File: src/rtl/rr_arbiter4_if.sv
// Request/grant bundle between four requesters and the rr_arbiter4 arbiter.
// master: requester side (drives req/done, observes the grant).
// slave : arbiter side (samples req/done, drives the grant signals).
interface rr_arbiter4_if;
  logic [3:0] req;
  logic       done;
  logic [3:0] gnt;
  logic [1:0] gnt_idx;
  logic       gnt_valid;
  logic       timeout;

  modport master (
    output req,
    output done,
    input  gnt,
    input  gnt_idx,
    input  gnt_valid,
    input  timeout
  );

  modport slave (
    input  req,
    input  done,
    output gnt,
    output gnt_idx,
    output gnt_valid,
    output timeout
  );
endinterface

File: src/rtl/rr_arbiter4.sv
// Four-requester round-robin arbiter with a registered one-hot grant.
// A grant is held until the owner releases it (done, or dropping its
// request), and every grant is followed by one mandatory idle cycle.
// Optional macro ARB_TIMEOUT_EN: bounds any grant to MAX_HOLD cycles and
// pulses timeout on a forced release. Without it, grants are unbounded
// and timeout is tied low.
module rr_arbiter4 #(
  parameter int MAX_HOLD = 16
) (
  input  logic         clk,
  input  logic         rst_n,
  rr_arbiter4_if.slave bus
);

  typedef enum logic {IDLE, GRANT} state_t;

  state_t     state_q, state_d;
  logic [1:0] ptr_q, ptr_d;
  logic [3:0] gnt_q, gnt_d;
  logic [1:0] idx_q, idx_d;
  logic [2:0] pick;
  logic       normal_rel;
  logic       force_rel;

  // Elaboration-time guard on the hold limit.
  if (MAX_HOLD < 2 || MAX_HOLD > 255) begin : g_bad_max_hold
    $error("rr_arbiter4: MAX_HOLD out of range 2..255");
  end

  // Round-robin search: first set request starting at p, wrapping mod 4.
  // Returns {found, index}.
  function automatic logic [2:0] rr_pick(input logic [3:0] r, input logic [1:0] p);
    logic [2:0] res;
    logic [1:0] c;
    res = 3'b000;
    for (int k = 3; k >= 0; k--) begin
      c = p + 2'(k);
      if (r[c]) res = {1'b1, c};
    end
    return res;
  endfunction

  assign pick       = rr_pick(bus.req, ptr_q);
  assign normal_rel = bus.done | ~bus.req[idx_q];

`ifdef ARB_TIMEOUT_EN
  localparam int CNT_W = $clog2(MAX_HOLD + 1);

  logic [CNT_W-1:0] hold_q;
  logic             timeout_q, timeout_d;

  assign force_rel = (hold_q == CNT_W'(MAX_HOLD - 1));

  // Hold counter: zero in IDLE (so it is clear on grant entry), counts GRANT cycles.
  always_ff @(posedge clk or negedge rst_n) begin
    if (!rst_n) begin
      hold_q <= '0;
    end else if (state_q == GRANT) begin
      hold_q <= hold_q + 1'b1;
    end else begin
      hold_q <= '0;
    end
  end

  // Timeout pulse only when the counter alone caused the release.
  always_comb begin
    timeout_d = 1'b0;
    if (state_q == GRANT && !normal_rel && force_rel) timeout_d = 1'b1;
  end

  // Registered timeout strobe.
  always_ff @(posedge clk or negedge rst_n) begin
    if (!rst_n) begin
      timeout_q <= 1'b0;
    end else begin
      timeout_q <= timeout_d;
    end
  end

  assign bus.timeout = timeout_q;
`else
  assign force_rel   = 1'b0;
  assign bus.timeout = 1'b0;
`endif

  // Next-state and next-output logic for the IDLE/GRANT controller.
  always_comb begin
    state_d = state_q;
    ptr_d   = ptr_q;
    gnt_d   = gnt_q;
    idx_d   = idx_q;
    case (state_q)
      IDLE: begin
        gnt_d = 4'b0000;
        if (pick[2]) begin
          state_d = GRANT;
          gnt_d   = 4'b0001 << pick[1:0];
          idx_d   = pick[1:0];
        end
      end
      GRANT: begin
        // done and a dropped request together still count as one release.
        if (normal_rel || force_rel) begin
          state_d = IDLE;
          gnt_d   = 4'b0000;
          ptr_d   = idx_q + 2'd1;
        end
      end
      default: begin
        state_d = IDLE;
        gnt_d   = 4'b0000;
      end
    endcase
  end

  // State, pointer and grant registers; reset drops any grant at once.
  always_ff @(posedge clk or negedge rst_n) begin
    if (!rst_n) begin
      state_q <= IDLE;
      ptr_q   <= 2'd0;
      gnt_q   <= 4'b0000;
      idx_q   <= 2'd0;
    end else begin
      state_q <= state_d;
      ptr_q   <= ptr_d;
      gnt_q   <= gnt_d;
      idx_q   <= idx_d;
    end
  end

  assign bus.gnt       = gnt_q;
  assign bus.gnt_idx   = idx_q;
  assign bus.gnt_valid = (state_q == GRANT);

endmodule

File: src/flat_wrapper.sv
// flat-port wrapper written by rule: the top's interface ports become plain ports
module rr_arbiter4_flat 
#(
  parameter int MAX_HOLD = 16
)
  (clk, rst_n, bus_req, bus_done, bus_gnt, bus_gnt_idx, bus_gnt_valid, bus_timeout);
  rr_arbiter4_if bus_i ();
  input  logic clk;
  input  logic rst_n;
  input wire logic [$bits(bus_i.req)-1:0] bus_req;
  input wire logic [$bits(bus_i.done)-1:0] bus_done;
  output wire logic [$bits(bus_i.gnt)-1:0] bus_gnt;
  output wire logic [$bits(bus_i.gnt_idx)-1:0] bus_gnt_idx;
  output wire logic [$bits(bus_i.gnt_valid)-1:0] bus_gnt_valid;
  output wire logic [$bits(bus_i.timeout)-1:0] bus_timeout;
  assign bus_i.req = bus_req;
  assign bus_i.done = bus_done;
  assign bus_gnt = bus_i.gnt;
  assign bus_gnt_idx = bus_i.gnt_idx;
  assign bus_gnt_valid = bus_i.gnt_valid;
  assign bus_timeout = bus_i.timeout;
  rr_arbiter4 #(.MAX_HOLD(MAX_HOLD)) u_core (.clk(clk), .rst_n(rst_n), .bus(bus_i));
endmodule
File: config.mk
export PLATFORM = sky130hd
export DESIGN_NAME = rr_arbiter4_flat
export DESIGN_NICKNAME = d
export VERILOG_FILES = /design/src/rtl/rr_arbiter4_if.sv /design/src/rtl/rr_arbiter4.sv /design/src/flat_wrapper.sv
export SDC_FILE = /design/constraint.sdc
export NUM_CORES = 1
export LEC_CHECK = 0
export BUFFER_PORTS_ARGS = -buffer_cell sky130_fd_sc_hd__buf_2
export CAP_MARGIN = 30
export CORE_AREA = 2 2 39 41
export DETAILED_ROUTE_END_ITERATION = 7
export DIE_AREA = 0 0 41 43
export HOLD_SLACK_MARGIN = 0.06
export PLACE_DENSITY_LB_ADDON = 0.15
export SLEW_MARGIN = 10
export SYNTH_ARGS = -nofsm -noshare
export SYNTH_HDL_FRONTEND = slang
export SYNTH_SLANG_ARGS = --single-unit
File: constraint.sdc
create_clock -name clk -period 3.9 [get_ports clk]
set_input_delay 0.39 -clock clk [delete_from_list [all_inputs] [get_ports clk]]
set_output_delay 0.39 -clock clk [all_outputs]
set_load 0.005 [all_outputs]
==> results of run 1 <==
## cell usage in the layout (no fill, tap or decap), types with 2 or more instances in the layout
| master | netlist | routed |
|---|---|---|
| nor2_1 | 2 | 2 |
| buf_2 | 0 | 13 |
| clkbuf_4 | 0 | 3 |
| mux2_4 | 2 | 2 |
| a32o_1 | 2 | 2 |
| nand2_1 | 2 | 2 |
| o2bb2ai_1 | 2 | 2 |
| dfrtp_1 | 9 | 9 |
| nand2b_1 | 2 | 2 |
| o21ai_0 | 2 | 2 |
## area by class of cell
cell class,instances,share of cell area [%]
flip-flops and latches,9,37.3
inverters,1,0.622
clock buffers,4,4.36
repair buffers,14,12.4
multi-input cells,30,41.9
well taps,16,3.32
## cells by family (layout without fill, tap and decap cells)
group | count (synthesis) | in the layout | synth area share (%)
compound gates | 10 | 10 | 15.9
xor+xnor | 1 | 1 | 1.79
buf+inv | 2 | 19 | 2.30
flops | 9 | 9 | 46.0
mux | 5 | 5 | 15.1
other cells | 1 | 1 | 0.767
simple gates | 13 | 13 | 18.2
## synth_stat cells
cell       number  area (um^2)
a211o_1         1         8.76
mux2_2          1         11.3
o2bb2ai_1       2         17.5
mux2i_1         1         10.0
mux2_4          2         30.0
conb_1          1         3.75
nor2b_1         1         6.26
inv_1           1         3.75
nand2b_1        2         12.5
nor2_1          2         7.51
nand2b_4        1         13.8
and2_4          1         8.76
nor2b_4         1         13.8
a21oi_1         1         5.00
mux4_2          1         22.5
buf_4           1         7.51
nor3b_1         1         7.51
or2_2           1         6.26
a32o_1          2         20.0
dfrtp_1         9          225
a2bb2oi_1       1         8.76
nand3_1         1         5.00
xor2_1          1         8.76
o21ai_0         2         10.0
a21o_1          1         7.51
nand2_1         2         7.51
## flip-flops by register name (all words and copies together) (netlist names)
register,count
u_core.bus.gnt,4
u_core.bus.gnt_idx,2
u_core.ptr_q,2
u_core.bus.gnt_valid,1
## power groups by stage
stage / Combinational [mW] / Clock, mW / Sequential (mW)
global route: 0.226 / 0.0763 / 0.190
floorplan: 0.145 / 0 / 0.179
detailed placement: 0.204 / 0 / 0.185
global placement: 0.203 / 0 / 0.186
finish: 0.202 / 0.0683 / 0.183
CTS: 0.206 / 0.0729 / 0.184
## worst min path at each step
stage | endpoint | from | slack (ps)
2_1_floorplan | u_core.bus.gnt[0] | rst_n | 90
3_3_place_gp | u_core.ptr_q[0] | rst_n | 250
3_5_place_dp | u_core.ptr_q[0] | rst_n | 250
4_1_cts | u_core.bus.gnt[3] | u_core.bus.gnt[3] | 490
5_1_grt | u_core.bus.gnt[1] | u_core.bus.gnt[1] | 510
6_report | u_core.bus.gnt[3] | u_core.bus.gnt[3] | 480
## per-stage QoR
| stage | area, um^2 | instances | hold WS, ps | total power [mW] | util [%] |
|---|---|---|---|---|---|
| after floorplan | 489 | 41 | 94.4 | 0.324 | - |
| after global routing | 603 | 74 | 515 | 0.493 | 43.6 |
| after detailed placement | 567 | 69 | 250 | 0.389 | 41.0 |
| after CTS | 603 | 74 | 493 | 0.462 | 43.6 |
| final | 603 | 74 | 484 | 0.453 | 43.6 |
| after global placement | 567 | 69 | 248 | 0.389 | 41.0 |
## per-layer routing
layer / GRT usage (%) / vias up / wire length (um)
met5: 0 / - / 0
met4: 8.00 / 0 / 10
met3: 4.71 / 2 / 57
met2: 18.4 / 9 / 418
met1: 17.8 / 173 / 436
li1: - / 181 / -
==> flow_summary.toml, run 1 <==
[yosys]
synth_cells = 41
netlist_area_um2 = 489
synth_cell_types = 26
syn_avg_cell_area_um2 = 11.9
yosysSeqAreaShare_pct = 46.0
ys_warn_count = 0
syn_nets = 48
synth-seq-cells = 9

[floorplan]
rows = 14
fp.dieW_um = 41
die_h_um = 43
core-area_um2 = 1380
pin_count = 15
die-area_um2 = 1760
start_util_pct = 35.4

[critical_path]
worstPathArrival_ps = 1780
endpoint_kind = "flip-flop"
critical_path_depth = 4
cp_cell_sequence = "mux4_2 > nor2b_4 > and2_4 > or2_2"
rrSetupSlack_ps = 2250
timing.critical_path.required_ps = 4030
cpMaxStageDelayCell = "mux4_2"
cp_max_fo = 5
critPathBufInv = 0
endpoint = "u_core.bus.gnt_valid"
critPathKind = "flip-flop to flip-flop"
cpPeakStageDelay_ps = 520
crit_path_start_kind = "flip-flop"
crit_family = "simple AND/OR/NAND/NOR gates"
rr_worst_depth = 4
reg2reg_to = "u_core.bus.gnt_valid"
startpoint = "u_core.bus.gnt_idx[1]"
r2r-start = "u_core.bus.gnt_idx[1]"

[clocking]
cts_buffers = 3
cts-htree-levels = 1
cts_hold_buf = 1
post_cts_buffers = 0
tritoncts = "built"
clock_latency_ps = 250
clk_root_buffer_cell = "clkbuf_4"
cts_resized = 0
cts_sinks = 9
clkSlewWorstSetupHoldPaths_ps = 60
cts_buffer_depth = 2

[power_and_ir_drop]
seq_power_share_pct = 40.3
clock_power_share_pct = 15.1
peakVddDrop_uv = 276
switchingPower_uw = 153
power.internal_uw = 300
swShare_pct = 33.8
cellLeakagePower_nw = 0.301
power_density_nw_per_um2 = 752
combinationalPowerShare_pct = 44.7

[global_route]
grt-ovfl-total = 0
grt_usage_pct = 13.5
antenna_found_initial = 0
grt_first_pass_wirelength_mm = 1.56
grt_pass1_vias = 371
grt_max_degree = 10

[hold_path]
hold_class = "flip-flop to flip-flop"
holdPathStages = 1

[timing]
finalCritPeriodShare_pct = 42.2
finalSetupViolCount = 0
slew_violations = 0
fin_skew_ps = 2.94
fmax_mhz = 608
timing.final.ws_setup_ps = 2250
final.min_clock_period_ps = 1650
fin_setup_tns_ps = 0
finalHoldViolations = 0
rsz0062_at_grt = "false"

[placement]
place_congestion = 0.697
hpwl_um = 742
dpl_worst_slack_ps = 2220
portBuffers = 13

[drt]
via_count = 365
post_drt_wl_per_cell_um = 12.5
via_per_inst = 4.93
drt_iter0_drc = 3
detail-route-antenna-nets = 0
dr.pass1.iters = 3
drc_errors = 0
drt_wl_total_um = 922

[finish]
register_area_um2 = 225
drive_gt1_share_pct = 41.4
area_delta_synth_final_pct = 23.3
nFillCells = 141
diodes = 0
multiInputGateArea_um2 = 253
final_nets = 66

[flow_run]
max-cap-violations = 0

[status]
outcome = "completed"
Note: power is estimated with default switching activity, not from simulation.
==> run 2: changes to the inputs <==
Settings changed: ABC_AREA from default to 1.
Clock period 3.9 ns to 1.7 ns, I/O delays scaled along.
==> flow_summary.toml, run 2 <==
[status]
outcome = "completed"

[timing]
fmax_mhz = 660
finalHoldViolations = 0
rsz0062_at_grt = "false"
final.min_clock_period_ps = 1520
finalCritPeriodShare_pct = 89.1
fin_skew_ps = 2.14
fin_setup_tns_ps = 0
finalSetupViolCount = 0
slew_violations = 0

[clocking]
clkSlewWorstSetupHoldPaths_ps = 60
tritoncts = "built"
clk_root_buffer_cell = "clkbuf_4"
cts_sinks = 9
cts_buffer_depth = 2
cts_buffers = 3
clock_latency_ps = 250
cts-htree-levels = 1

[floorplan]
die-area_um2 = 1760
die_h_um = 43
pin_count = 15
fp.dieW_um = 41
core-area_um2 = 1380
rows = 14
start_util_pct = 46.0

[global_route]
grt_max_degree = 13
grt_pass1_vias = 579
use_met3_pct = 1.57
antenna_found_initial = 0
grt_first_pass_wirelength_mm = 2.33
use_met1_pct = 27.0
grt_busiest_layer = "met2"
grt_usage_pct = 19.5
grt-ovfl-total = 0
use_met2_pct = 29.4

[finish]
area_delta_synth_final_pct = 17.3
largest_reg_flops = 4
diodes = 0
final_common_cell = "nand2_1"
nFillCells = 149
final_cell_mix = "41 x nand2_1, 14 x inv_1, 13 x buf_2"
final_nets = 125
drive_gt1_share_pct = 17.1

[yosys]
yosysTopAreaCell = "dfrtp_1"
ys_warn_count = 0
synth_most_common_cell = "nand2_1"
synthTopCellsByCount = "41 x nand2_1, 14 x inv_1, 9 x dfrtp_1, 8 x nand3_1"
async_flop_share_pct = 100
synth-seq-cells = 9
synthFlopType = "dfrtp_1"
synth_cell_types = 17
netlist_area_um2 = 637
synth_cells = 100
synthTopCellsByArea = "dfrtp_1 35%, nand2_1 24%, inv_1 8.3%, nand3_1 6.3%, o21ai_0 5.5%"
synth_edf_count = 0
yosysSeqAreaShare_pct = 35.4
syn_nets = 107
synth_top_area_share_pct = 35.4
syn_avg_cell_area_um2 = 6.37

[critical_path]
cp_max_fo = 12
cp_cell_sequence = "buf_4 > nand2_1 > nand2_1 > nand2_1 > nand3_1 > nand2_1 > nand2_1 > nand2_1 > nand3_1 > nand2_1"
cpPeakStageDelay_ps = 520
timing.critical_path.required_ps = 1850
rrSetupSlack_ps = 180
path_common_cell = "nand2_1"
cpMaxStageDelayCell = "dfrtp_1"
worstPathArrival_ps = 1660
crit_path_start_kind = "flip-flop"
endpoint_kind = "flip-flop"
critPathKind = "flip-flop to flip-flop"

[drt]
via_count = 623
via_per_inst = 4.68
detail-route-antenna-nets = 0
drt_iter0_drc = 13
drt_wl_total_mm = 1.34
dr.pass1.iters = 4
post_drt_wl_per_cell_um = 10.1
drc_errors = 0

[power_and_ir_drop]
power_density_nw_per_um2 = 1920
cellLeakagePower_nw = 0.443
total_power_mw = 1.43
peakVddDrop_uv = 830

[placement]
place_congestion = 0.731
hpwl_mm = 1.11
portBuffers = 13

[flow_run]
max-cap-violations = 0

[hold_path]
hold_class = "primary input to asynchronous set/reset pin"
run 2: timing repair:
action / 4_1_cts / 5_1_grt
endpoints found under the setup margin: 0 / 5
setup buffers: 0 / 0
gates resized for setup: 0 / 1
hold buffers: 1 / 0
hold endpoints to repair: 9 / 0
run 2: worst max-delay path: cells and delay by family (launching register included):
kind                   cells  cell delay, ps
buffers and inverters      1             190
flip-flops                 1             520
AND/OR/NAND/NOR            9             690
run 2: final timing paths:
check,start,endpoint,cells after the start
setup / recovery,u_core.ptr_q[0],u_core.bus.gnt[1],10
hold / removal,rst_n,u_core.bus.gnt_valid,2
setup reg to reg,u_core.ptr_q[0],u_core.bus.gnt[1],10
hold reg to reg,u_core.bus.gnt[1],u_core.bus.gnt[1],2
max in group asynchronous,rst_n,u_core.ptr_q[0],2
min in group clk,bus_done,u_core.bus.gnt_valid,4
run 2: metal layers:
| layer | share of wire (%) | wire [um] | vias to the layer above |
|---|---|---|---|
| met5 | 0 | 0 | - |
| met1 | 49 | 654 | 270 |
| li1 | - | - | 341 |
| met3 | 2.2 | 30 | 4 |
| met4 | 1.3 | 18 | 0 |
| met2 | 48 | 636 | 8 |
run 2: layout make-up:
type | count | area (um^2) | share of cell area [%]
inverters | 14 | 52.6 | 7.04
multi-input cells | 75 | 340 | 45.6
flip-flops and latches | 9 | 225 | 30.2
clock buffers | 4 | 26.3 | 3.52
repair buffers | 15 | 82.6 | 11.1
well taps | 16 | 20.0 | 2.68
run 2: power breakdown:
group / internal [mW] / leakage (nW) / switching (mW)
sequential: 0.312 / 0.113 / 0.132
combinational: 0.334 / 0.316 / 0.491
clock: 0.0902 / 0.0150 / 0.0712
total: 0.737 / 0.443 / 0.695
run 2: kinds of logic after synthesis:
logic type             after synthesis  share of synthesized area [%]
XOR/XNOR                             1                           1.38
other                                1                          0.589
AO/OA/AOI/OAI                       14                           12.2
buffers and inverters               16                           11.2
flip-flops                           9                           35.4
AND/OR/NAND/NOR                     59                           39.3
run 2: per-stage QoR:
| step | hold WS (ps) | std cells | util [%] | cell area (um^2) | worst slack [ps] |
|---|---|---|---|---|---|
| 2_1_floorplan | -126 | 100 | - | 637 | 372 |
| 6_report | 287 | 133 | 54.0 | 747 | 185 |
| 4_1_cts | 292 | 133 | 54.0 | 747 | 99.0 |
| 5_1_grt | 314 | 133 | 54.0 | 747 | 23.3 |
| 3_3_place_gp | 30.4 | 128 | 51.4 | 711 | 155 |
| 3_5_place_dp | 30.0 | 128 | 51.4 | 711 | 118 |
